## src/rtl/iq_frame_streamer.sv

```systemverilog
`default_nettype none
// ============================================================================
// iq_frame_streamer : holds one frame of signed IQ samples, streams it on AXIS
// Rev 1.0
// ============================================================================
module iq_frame_streamer #(
  parameter int buffer_length = 10,
  parameter int index_bits    = 4,
  parameter int i_bits        = 12,
  parameter int q_bits        = 12
) (
  input  logic                  clk,
  input  logic                  rst_n,
  input  logic                  wr_en,
  input  logic [index_bits-1:0] wr_addr,
  input  logic [i_bits-1:0]     wr_i,
  input  logic [q_bits-1:0]     wr_q,
  input  logic                  start,
  output logic                  busy,
  output logic                  done,
  output logic                  m_axis_tvalid,
  output logic [i_bits-1:0]     xi,
  output logic [q_bits-1:0]     xq,
  output logic [index_bits-1:0] out_index,
  output logic                  tlast,
  input  logic                  s_axis_tready
);

  localparam int                c_w    = i_bits + q_bits;
  localparam logic [index_bits:0] c_len  = (index_bits+1)'(buffer_length);
  localparam logic [index_bits:0] c_last = (index_bits+1)'(buffer_length - 1);

  typedef enum logic [1:0] {
    ST_IDLE   = 2'd0,
    ST_STREAM = 2'd1,
    ST_DONE   = 2'd2
  } state_t;

  state_t                state_q, state_d;
  logic [index_bits:0]   rd_ptr_q, rd_ptr_d;
  logic                  tvalid_q, tvalid_d;
  logic [i_bits-1:0]     xi_q, xi_d;
  logic [q_bits-1:0]     xq_q, xq_d;
  logic [index_bits-1:0] idx_q, idx_d;
  logic                  tlast_q, tlast_d;
  logic [c_w-1:0]        mem_q [buffer_length];
  logic [c_w-1:0]        mem_d [buffer_length];

  logic                  w_wr_ok;
  logic                  w_load;
  logic                  w_xfer;
  logic [c_w-1:0]        w_rd_word;

  always_comb begin
    w_wr_ok   = wr_en && (state_q == ST_IDLE) && ({1'b0, wr_addr} < c_len);
    w_xfer    = tvalid_q && s_axis_tready;
    // rd_ptr is one bit wider, so the bound check stops loads once the frame is issued
    w_load    = (state_q == ST_STREAM) && (!tvalid_q || s_axis_tready) && (rd_ptr_q < c_len);
    w_rd_word = mem_q[rd_ptr_q[index_bits-1:0]];

    mem_d = mem_q;
    if (w_wr_ok) begin
      mem_d[wr_addr] = {wr_i, wr_q};
    end

    state_d  = state_q;
    rd_ptr_d = rd_ptr_q;
    tvalid_d = tvalid_q;
    xi_d     = xi_q;
    xq_d     = xq_q;
    idx_d    = idx_q;
    tlast_d  = tlast_q;

    case (state_q)
      ST_IDLE: begin
        if (start) begin
          state_d  = ST_STREAM;
          rd_ptr_d = '0;
        end
      end
      ST_STREAM: begin
        if (w_load) begin
          tvalid_d = 1'b1;
          xi_d     = w_rd_word[c_w-1:q_bits];
          xq_d     = w_rd_word[q_bits-1:0];
          idx_d    = rd_ptr_q[index_bits-1:0];
          tlast_d  = (rd_ptr_q == c_last);
          rd_ptr_d = rd_ptr_q + 1'b1;
        end else if (w_xfer) begin
          tvalid_d = 1'b0;
          if (tlast_q) begin
            state_d = ST_DONE;
          end
        end
      end
      ST_DONE: begin
        state_d = ST_IDLE;
      end
      default: begin
        state_d = ST_IDLE;
      end
    endcase
  end

  always_ff @(posedge clk) begin
    if (!rst_n) begin
      state_q  <= ST_IDLE;
      rd_ptr_q <= '0;
      tvalid_q <= 1'b0;
      xi_q     <= '0;
      xq_q     <= '0;
      idx_q    <= '0;
      tlast_q  <= 1'b0;
    end else begin
      state_q  <= state_d;
      rd_ptr_q <= rd_ptr_d;
      tvalid_q <= tvalid_d;
      xi_q     <= xi_d;
      xq_q     <= xq_d;
      idx_q    <= idx_d;
      tlast_q  <= tlast_d;
    end
  end

  // Sample storage survives reset so a restarted frame replays the same data
  always_ff @(posedge clk) begin
    mem_q <= mem_d;
  end

  assign busy          = (state_q != ST_IDLE);
  assign done          = (state_q == ST_DONE);
  assign m_axis_tvalid = tvalid_q;
  assign xi            = xi_q;
  assign xq            = xq_q;
  assign out_index     = idx_q;
  assign tlast         = tlast_q;

endmodule
`default_nettype wire

```

## config.mk

```make
export PLATFORM = sky130hd
export DESIGN_NAME = iq_frame_streamer
export DESIGN_NICKNAME = d
export VERILOG_FILES = /design/src/rtl/iq_frame_streamer.sv
export SDC_FILE = /design/constraint.sdc
export NUM_CORES = 1
export LEC_CHECK = 0
export BUFFER_PORTS_ARGS = -buffer_cell sky130_fd_sc_hd__buf_2
export CORE_MARGIN = 2
export CORE_UTILIZATION = 65
export CTS_BUF_LIST = sky130_fd_sc_hd__clkbuf_8
export DETAILED_ROUTE_END_ITERATION = 10
export GPL_TIMING_DRIVEN = 0
export PLACE_DENSITY = 0.85
export SLEW_MARGIN = 20
export SYNTH_ARGS = -nofsm -noshare
export SYNTH_HDL_FRONTEND = slang
export SYNTH_SLANG_ARGS = --single-unit
```

## constraint.sdc

```tcl
create_clock -name clk -period 5.7 [get_ports clk]
set_input_delay 1.14 -clock clk [delete_from_list [all_inputs] [get_ports clk]]
set_output_delay 1.14 -clock clk [all_outputs]
set_load 0.01 [all_outputs]
```

==> flow_metrics.tcl, run 1 <==
set metrics [dict create \
    cts_tree "built" \
    vias 5499 \
    dpl.cell_count 815 \
    place_area_mm2 0.0114 \
    initial_core_util_pct 66.2 \
    synth_seq_area_share_pct 75.8 \
    ys_warn_count 0 \
    finalWirelength_um 21500 \
    ff2ff_setup_slack_ps 3150 \
    die-area_mm2 0.0172 \
    synth-compound-area-share_pct 2.81 \
    finalSetupViolations 0 \
    synthAdderAreaFrac_pct 0.239 \
    crit_required_ps 5940 \
    yosys.area_share.simple_pct 3.55 \
    seq_power_share_pct 54.9 \
    hpwl_um 14000 \
    die_width_um 131 \
    grt_use_met1_pct 34.5 \
    drt_first_iter_violations 489 \
    ys_types 36 \
    clock_latency_ps 550 \
    h-tree-depth 2 \
    grt_usage_pct 26.3 \
    holdWs_ps 476 \
    muxShareOfSynthArea_pct 15.6 \
    grt_max_degree 15 \
    final_common_cell "edfxtp_1" \
    multiInputGateArea_mm2 0.00240 \
    routed_via_density 6.12 \
    holdCritPathClass "flop to flop" \
    whs_endpoint "tlast" \
    drv_slew 0 \
    clockBufferDepth 3 \
    drv_cap 0 \
    ys_ff_latch 277 \
    grt_first_pass_wirelength_um 32400 \
    drive_gt1_share_pct 37.2 \
    synth_area_per_cell_um2 20.4 \
    cts_setup_buffers 0 \
    yosys.area_share.xor_xnor_pct 0.167 \
    power.density_mw_per_mm2 331 \
    cts_hold_buf 0 \
    power_frac_clock_pct 41.0 \
    overflow 0 \
    core-area_mm2 0.0158 \
    rows 46 \
    hold_viol 0 \
    relSlewSlack_pct 39.0 \
    antenna_found_initial 0 \
    path_class "input port to flop" \
    num-nets-final 680 \
    grt_util_met3_pct 5.42 \
    whs_path_depth 2 \
    wl_per_cell_um 24.0 \
    crit_path_start_kind "input port" \
    drtAntennaViolNets 0 \
    post-route-min-period_ps 2610 \
    fillers 840 \
    port_buffers 64 \
    root_buffer "clkbuf_8" \
    power.total_w 0.00408 \
    cts_made_buffers 44 \
    switchingPower_w 0.000860 \
    skew_ps 19.1 \
    top_usage_layer "met2" \
    first_global_vias 5810 \
    die_h_um 131 \
    io_pins 65 \
    period_share_pct 45.8 \
    ir_drop_uv 213 \
    drt_pass1_iterations 5 \
    cts.sinks 277 \
    holdCritStartpoint "tlast" \
    routabilityCongestion 0.810 \
    worstMarginPinSlew_ps 914 \
    crit_fanout 8 \
    use_met2_pct 44.3 \
    worstPathArrival_ps 2850 \
    p_comb_share_pct 4.1 \
    clkTransAtPathRegs_ps 60 \
    synthCells 513 \
    syn_nets 548 \
    cts_resized 0 \
    p_leak_nw 4.17 \
    rsz0062_at_grt "false" \
    finalInstanceArea_mm2 0.0123 \
    synth_top_family_by_area "multiplexers" \
    p_int_w 0.00322 \
    synth_area_mm2 0.0105 \
    outcome "completed" \
    rr_worst_depth 6 \
    r2r-start "state_q[1]" \
    drc 0 \
    syn2layout_area_growth_pct 17.5 \
    fmaxAchievable_ghz 0.383 \
    netSwitchingFraction_pct 21.1 \
    ff_latch_area_mm2 0.00795 \
    regToRegEndpoint "mem_q[172]" \
    endpoint_kind "flop" \
    fin_cells 898 \
    mostFrequentLayoutCells "edfxtp_1 (240), buf_2 (68), clkbuf_8 (59), mux4_2 (48), dfxtp_1 (37)" \
]
-- logic make-up after synthesis --
family / after synthesis
AOI/OAI and AO/OA: 32
adders and majority gates: 2
xor gates and xnor gates: 2
and+or+nand+nor: 71
DFF: 277
buffers and inverters: 29
muxes: 100
-- synth_stat cells, drive strengths merged --
master	number	share of area, %
a2111oi	1	0.084
a21oi	4	0.19
a221o	24	2.3
a22oi	1	0.072
a41oi	1	0.084
and2b	1	0.072
and3	2	0.12
buf	18	1.4
clkbuf	7	0.26
clkinv	1	0.036
dfxtp	37	7.1
edfxtp	240	69
ha	2	0.24
inv	3	0.11
mux2	24	2.6
mux2i	28	2.7
mux4	48	10
nand2	4	0.14
nand2b	4	0.24
nand3	4	0.24
nand3b	1	0.072
nand4	3	0.18
nand4b	3	0.25
nor2	41	1.5
nor2b	1	0.060
nor3	4	0.19
nor3b	1	0.18
nor4	2	0.26
o21ai	1	0.084
xnor2	1	0.084
xor2	1	0.084
-- layout make-up --
class | instances | area share [%]
Inverter | 4 | 0.122
Sequential cell | 277 | 64.5
Clock buffer | 59 | 6.59
Clock inverter | 23 | 0.833
Antenna cell | 1 | 0.0203
Timing Repair Buffer | 86 | 4.73
Multi-Input combinational cell | 207 | 19.5
Buffer | 25 | 1.44
Tap cell | 216 | 2.19
-- registers in the layout, summed over array words and instances, names as in the netlist --
register and cells:
mem_q 240, xi 12, xq 12, rd_ptr_q 5, out_index 4, state_q 2
m_axis_tvalid 1, tlast 1
-- worst max-delay path: stages --
cell	delay, ps
buf_2	150
a21oi_1	190
nand4b_1	290
nor3_2	560
buf_4	290
buf_4	210
-- power by group through the flow --
stage	Clock (W)	Combinational (W)	Sequential [W]
final	0.00167	0.000166	0.00224
after CTS	0.00170	0.000166	0.00224
after global placement	0	0.000149	0.00228
after floorplan	0	0.0000791	0.00229
after detailed placement	0	0.000165	0.00228
after global routing	0.00178	0.000178	0.00224
-- through the flow --
step,util (%),setup TNS [ps],worst slack [ps]
after CTS,77.8,0,3100
after global routing,77.8,0,2980
after detailed placement,72.0,0,2580
after global placement,69.9,-15650,-653
after floorplan,-,0,1640
final,77.8,0,3090
-- routing by layer --
layer	routed length [um]	part of all wire [%]
met1	8530	40
met3	1390	6.4
met2	11100	51
met4	531	2.5
met5	0	0
-- worst max path at each step --
stage	from	endpoint	slack, ps	cells after the start
after floorplan	wr_addr[3]	mem_q[168]	1640	1
after CTS	state_q[1]	busy	3100	3
final	wr_addr[3]	mem_q[219]	3090	6
after global placement	wr_addr[2]	mem_q[174]	-650	2
after global routing	state_q[1]	busy	2980	3
after detailed placement	wr_addr[3]	mem_q[222]	2580	6
No activity file was read; power rests on OpenSTA's default activity.
==> run 2: changes to the inputs <==
--- a/config.mk
+++ b/config.mk
@@ -7,11 +7,11 @@
 export LEC_CHECK = 0
 export BUFFER_PORTS_ARGS = -buffer_cell sky130_fd_sc_hd__buf_2
 export CORE_MARGIN = 2
-export CORE_UTILIZATION = 65
+export CORE_UTILIZATION = 56
 export CTS_BUF_LIST = sky130_fd_sc_hd__clkbuf_8
 export DETAILED_ROUTE_END_ITERATION = 10
 export GPL_TIMING_DRIVEN = 0
-export PLACE_DENSITY = 0.85
+export PLACE_DENSITY = 0.77
 export SLEW_MARGIN = 20
 export SYNTH_ARGS = -nofsm -noshare
 export SYNTH_HDL_FRONTEND = slang
==> constraint.sdc (replaced) <==
create_clock -name clk -period 2.4 [get_ports clk]
set_input_delay 0.48 -clock clk [delete_from_list [all_inputs] [get_ports clk]]
set_output_delay 0.48 -clock clk [all_outputs]
set_load 0.01 [all_outputs]
==> run 2 against run 1 <==
Compared with the run above: power grew 130%; flip-flop and latch count is the same; worst hold slack lost 250 ps; die area grew 16%; first-iteration DRC count shrank 6.7%; count of clock-buffer cells in the layout shrank 13; largest cell class unchanged; largest power group unchanged.
==> flow_metrics.tcl, run 2 (synthesis results as in run 1) <==
set metrics [dict create \
    outcome "completed" \
    dpl.cell_count 825 \
    core-area_mm2 0.0185 \
    crit_path_start_kind "flop" \
    cts.sinks 277 \
    path_class "flop to flop" \
    mostFrequentLayoutCells "edfxtp_1 (240), buf_2 (64), mux4_2 (48), clkbuf_8 (46), dfxtp_1 (37)" \
    rr_worst_depth 4 \
    initial_core_util_pct 56.6 \
    skew_ps 21.8 \
    path_buf_inv 2 \
    crit_path_top_delay_cell "buf_1" \
    syn2layout_area_growth_pct 17.3 \
    antennaDiodeCount 0 \
    whs_path_depth 2 \
    largest_reg_flops 240 \
    ir_drop_uv 563 \
    grt_first_pass_wirelength_um 32800 \
    fillers 1192 \
    grt_max_degree 14 \
    overflow 0 \
    die_width_um 141 \
    io_pins 65 \
    finalWirelength_um 21400 \
    finalInstanceArea_mm2 0.0123 \
    drtAntennaViolNets 0 \
    hold_viol 0 \
    ff2ff_setup_slack_ps 110 \
    root_buffer "clkbuf_8" \
    num-nets-final 675 \
    p_leak_nw 4.16 \
    cts_made_buffers 43 \
    rsz0062_at_grt "false" \
    drv_slew 0 \
    worstPathCellList "clkbuf_1 -> buf_1 -> mux2_2 -> a221o_1" \
    wl_per_cell_um 23.5 \
    finalSetupViolations 0 \
    clockBufferDepth 3 \
    fmaxAchievable_ghz 0.437 \
    port_buffers 64 \
    multiInputGateArea_mm2 0.00244 \
    hpwl_um 13500 \
    holdCritStartpoint "rst_n" \
    top_register "mem_q" \
    regToRegEndpoint "xi[8]" \
    crit_required_ps 2800 \
    drt_first_iter_violations 456 \
    holdWs_ps 228 \
    fin_cells 908 \
    whs_endpoint "state_q[1]" \
    h-tree-depth 2 \
    routabilityCongestion 0.766 \
    final_common_cell "edfxtp_1" \
    place_area_mm2 0.0115 \
    layout_setup_ws_ps 114 \
    drive_gt1_share_pct 34.1 \
    endpoint_kind "flop" \
    rows 50 \
    clock_latency_ps 530 \
    critPathTopFamily "buffers and inverters" \
    routed_via_density 5.90 \
    power.density_mw_per_mm2 754 \
    die_h_um 141 \
    first_global_vias 5624 \
    dpl_worst_slack_ps 36.4 \
    period_share_pct 95.2 \
    clkTransAtPathRegs_ps 60 \
    grt_usage_pct 22.3 \
    drv_cap 0 \
    drt_pass1_iterations 5 \
    worstMarginPinSlew_ps 906 \
    post-route-min-period_ps 2290 \
    holdCritPathClass "input port to flop" \
    cts_tree "built" \
    worstPathArrival_ps 2690 \
    crit_fanout 10 \
    drc 0 \
    slowest_delay_ps 730 \
    vias 5356 \
    ff_latch_area_mm2 0.00795 \
    fin_tns_setup_ps 0 \
    die-area_mm2 0.0198 \
    antenna_found_initial 0 \
    relSlewSlack_pct 39.6 \
    r2r-start "rd_ptr_q[0]" \
]
[run 2: cell type report]
class,count,share of cell area [%]
clock inverter,33,1.23
inverter,4,0.122
tap,234,2.38
clock buffer,46,5.15
timing repair buffer,82,5.15
sequential,277,64.7
multi-input combinational,207,19.8
buffer,25,1.46
[run 2: worst reg2reg max path, stage by stage (launching register included)]
cell and delay (ps):
dfxtp_1 370, clkbuf_1 340, buf_1 730, mux2_2 410
a221o_1 310
[run 2: power breakdown]
part           internal [W]  switching, W
Clock               0.00187       0.00168
Combinational      0.000156      0.000243
Sequential          0.00529     0.0000259
Total               0.00732       0.00195
[run 2: worst max path at each step]
| stage | startpoint | end | slack (ps) | depth (start not counted) |
|---|---|---|---|---|
| CTS | state_q[1] | mem_q[174] | 60 | 4 |
| floorplan | state_q[1] | mem_q[168] | -140 | 3 |
| global route | rd_ptr_q[0] | xi[8] | 3 | 4 |
| finish | rd_ptr_q[0] | xi[8] | 110 | 4 |
| global placement | state_q[1] | mem_q[175] | -1520 | 3 |
| detailed placement | wr_addr[3] | mem_q[125] | 40 | 5 |
[run 2: repair_timing]
item / in CTS / in global routing
setup endpoints to repair: 0 / 30
hold buffers: 0 / 0
gates resized for setup: 0 / 2
buffers inserted: 0 / 4
hold endpoints to repair: 0 / 0
[run 2: per-stage QoR]
| stage | utilization (%) | power (W) |
|---|---|---|
| 4_1_cts | 66.2 | 0.00934 |
| 6_report | 66.4 | 0.00927 |
| 3_5_place_dp | 62.0 | 0.00582 |
| 3_3_place_gp | 60.0 | 0.00578 |
| 5_1_grt | 66.4 | 0.00959 |
| 2_1_floorplan | - | 0.00562 |
[run 2: per-layer routing]
layer / vias to the layer above / track usage, % / wire length (um)
met5: - / 0 / 0
met4: 0 / 8.00 / 532
met3: 45 / 4.42 / 1300
met2: 203 / 36.9 / 10600
met1: 2741 / 30.1 / 8940
li1: 2367 / - / -
==> run 3: changes to the inputs <==
--- a/config.mk
+++ b/config.mk
@@ -6,12 +6,14 @@
 export NUM_CORES = 1
 export LEC_CHECK = 0
 export BUFFER_PORTS_ARGS = -buffer_cell sky130_fd_sc_hd__buf_2
-export CORE_MARGIN = 2
-export CORE_UTILIZATION = 56
+export CELL_PAD_IN_SITES_DETAIL_PLACEMENT = 0
+export CELL_PAD_IN_SITES_GLOBAL_PLACEMENT = 1
+export CORE_MARGIN = 4
+export CORE_UTILIZATION = 50
 export CTS_BUF_LIST = sky130_fd_sc_hd__clkbuf_8
 export DETAILED_ROUTE_END_ITERATION = 10
 export GPL_TIMING_DRIVEN = 0
-export PLACE_DENSITY = 0.77
+export PLACE_DENSITY_LB_ADDON = 0.1
 export SLEW_MARGIN = 20
 export SYNTH_ARGS = -nofsm -noshare
 export SYNTH_HDL_FRONTEND = slang
==> run 3 against run 2 <==
Compared with the run above: worst setup slack gained 62 ps; largest cell class unchanged; critical endpoint is now xq[4]; sequential power is essentially flat; maximum frequency grew 2.8%; count of clock-buffer cells in the layout grew 5; final cell count grew 5.2%; design area grew 1.7%; via count shrank 0.71%; first-iteration DRC count shrank 26%.
==> flow_metrics.tcl, run 3 (synthesis results as in run 1) <==
set metrics [dict create \
    rows 52 \
    path_class "flop to flop" \
    antennaDiodeCount 0 \
    finalWirelength_um 22200 \
    antenna_found_initial 1 \
    finalSetupViolations 0 \
    syn2layout_area_growth_pct 19.3 \
    rsz0062_at_grt "false" \
    dr.max_layer_used "met5" \
    worstMarginPinSlew_ps 799 \
    routabilityCongestion 0.723 \
    ir_drop_uv 551 \
    routed_via_density 5.57 \
    wl_per_cell_um 23.3 \
    relSlewSlack_pct 46.7 \
    p_comb_share_pct 4.2 \
    endpoint_kind "flop" \
    wl_met2_um 11600 \
    hpwl_um 14000 \
    cts_made_buffers 46 \
    switchingPower_w 0.00203 \
    largest_reg_flops 240 \
    post-route-min-period_ps 2220 \
    cts_tree "built" \
    root_buffer "clkbuf_8" \
    cts_hold_buf 0 \
    first_global_vias 5686 \
    mostFrequentLayoutCells "edfxtp_1 (240), buf_2 (64), clkbuf_8 (51), mux4_2 (48), dfxtp_1 (37)" \
    wl_met1_um 9000 \
    holdCritPathClass "input port to flop" \
    skew_ps 17.8 \
    final_common_cell "edfxtp_1" \
    drv_slew 0 \
    ff2ff_setup_slack_ps 180 \
    wl_met3_um 1130 \
    netSwitchingFraction_pct 20.8 \
    vias 5318 \
    hold_viol 0 \
    drv_cap 0 \
    initial_core_util_pct 51.3 \
    fin_tns_setup_ps 0 \
    clock_latency_ps 550 \
    top_register "mem_q" \
    clkTransAtPathRegs_ps 60 \
    die_width_um 153 \
    drive_gt1_share_pct 36.6 \
    crit_path_start_kind "flop" \
    cts.sinks 277 \
    crit_required_ps 2820 \
    num-nets-final 682 \
    period_share_pct 92.7 \
    drtAntennaViolNets 0 \
    worstPathArrival_ps 2640 \
    overflow 0 \
    power.density_mw_per_mm2 780 \
    io_pins 65 \
    drt_first_iter_violations 337 \
    outcome "completed" \
    power_frac_clock_pct 41.3 \
    port_buffers 64 \
    p_leak_nw 4.24 \
    seq_power_share_pct 54.5 \
    grt_first_pass_wirelength_um 34200 \
    drt_pass1_iterations 5 \
    die_h_um 153 \
    fmaxAchievable_ghz 0.450 \
    die-area_mm2 0.0233 \
    core-area_mm2 0.0204 \
    finalInstanceArea_mm2 0.0125 \
    clockBufferDepth 3 \
    place_area_mm2 0.0115 \
    grt_usage_pct 19.5 \
    dpl_worst_slack_ps -134 \
    p_int_w 0.00773 \
    layout_setup_ws_ps 176 \
    crit_fanout 10 \
    h-tree-depth 2 \
    fillers 1506 \
    grt_max_degree 19 \
    drc 0 \
]
## run 3: final timing paths
path | startpoint | end | cells after the start
worst min-delay path | rst_n | state_q[1] | 2
worst max-delay path | rd_ptr_q[2] | xq[4] | 6
worst max register to register | rd_ptr_q[2] | xq[4] | 6
worst min register to register | xi[4] | xi[4] | 1
## run 3: cell type report
| type | instances | area [um^2] | share of cell area (%) |
|---|---|---|---|
| clock inverter | 35 | 218 | 1.74 |
| multi-input combinational | 207 | 2440 | 19.5 |
| sequential | 277 | 7950 | 63.6 |
| tap | 270 | 338 | 2.70 |
| inverter | 4 | 15.0 | 0.120 |
| clock buffer | 51 | 702 | 5.61 |
| buffer | 25 | 198 | 1.58 |
| timing repair buffer | 86 | 648 | 5.18 |
## run 3: per-layer routing
layer,global-route usage [%],up-vias
li1,-,2380
met1,25.4,2747
met2,33.6,146
met3,3.55,43
met4,6.66,2
met5,0,-
## run 3: worst max-delay path, cell delays in order, from the launching register on
cell and delay (ps):
dfxtp_1 310, clkbuf_2 280, buf_1 600, mux4_2 410, mux2i_1 140, nor2_1 70
a221o_1 280
## run 3: power groups by stage
stage	Sequential, W	Clock [W]	Combinational (W)
floorplan	0.00543	0	0.000189
global placement	0.00542	0	0.000374
detailed placement	0.00542	0	0.000407
CTS	0.00532	0.00415	0.000411
global route	0.00532	0.00440	0.000440
finish	0.00532	0.00403	0.000406
## run 3: stage by stage
| step | hold WS, ps | utilization, % | power [W] | cells |
|---|---|---|---|---|
| floorplan | 465 | - | 0.00562 | 513 |
| global placement | 463 | 54.6 | 0.00579 | 847 |
| detailed placement | 470 | 56.2 | 0.00583 | 862 |
| CTS | 178 | 60.8 | 0.00988 | 948 |
| global route | 202 | 61.2 | 0.0102 | 955 |
| finish | 204 | 61.2 | 0.00976 | 955 |
## run 3: repair_timing
item | CTS | global route
endpoints found under the setup margin | 22 | 39
resized for setup | 6 | 4
setup buffers | 0 | 7
pin swaps | 0 | 4
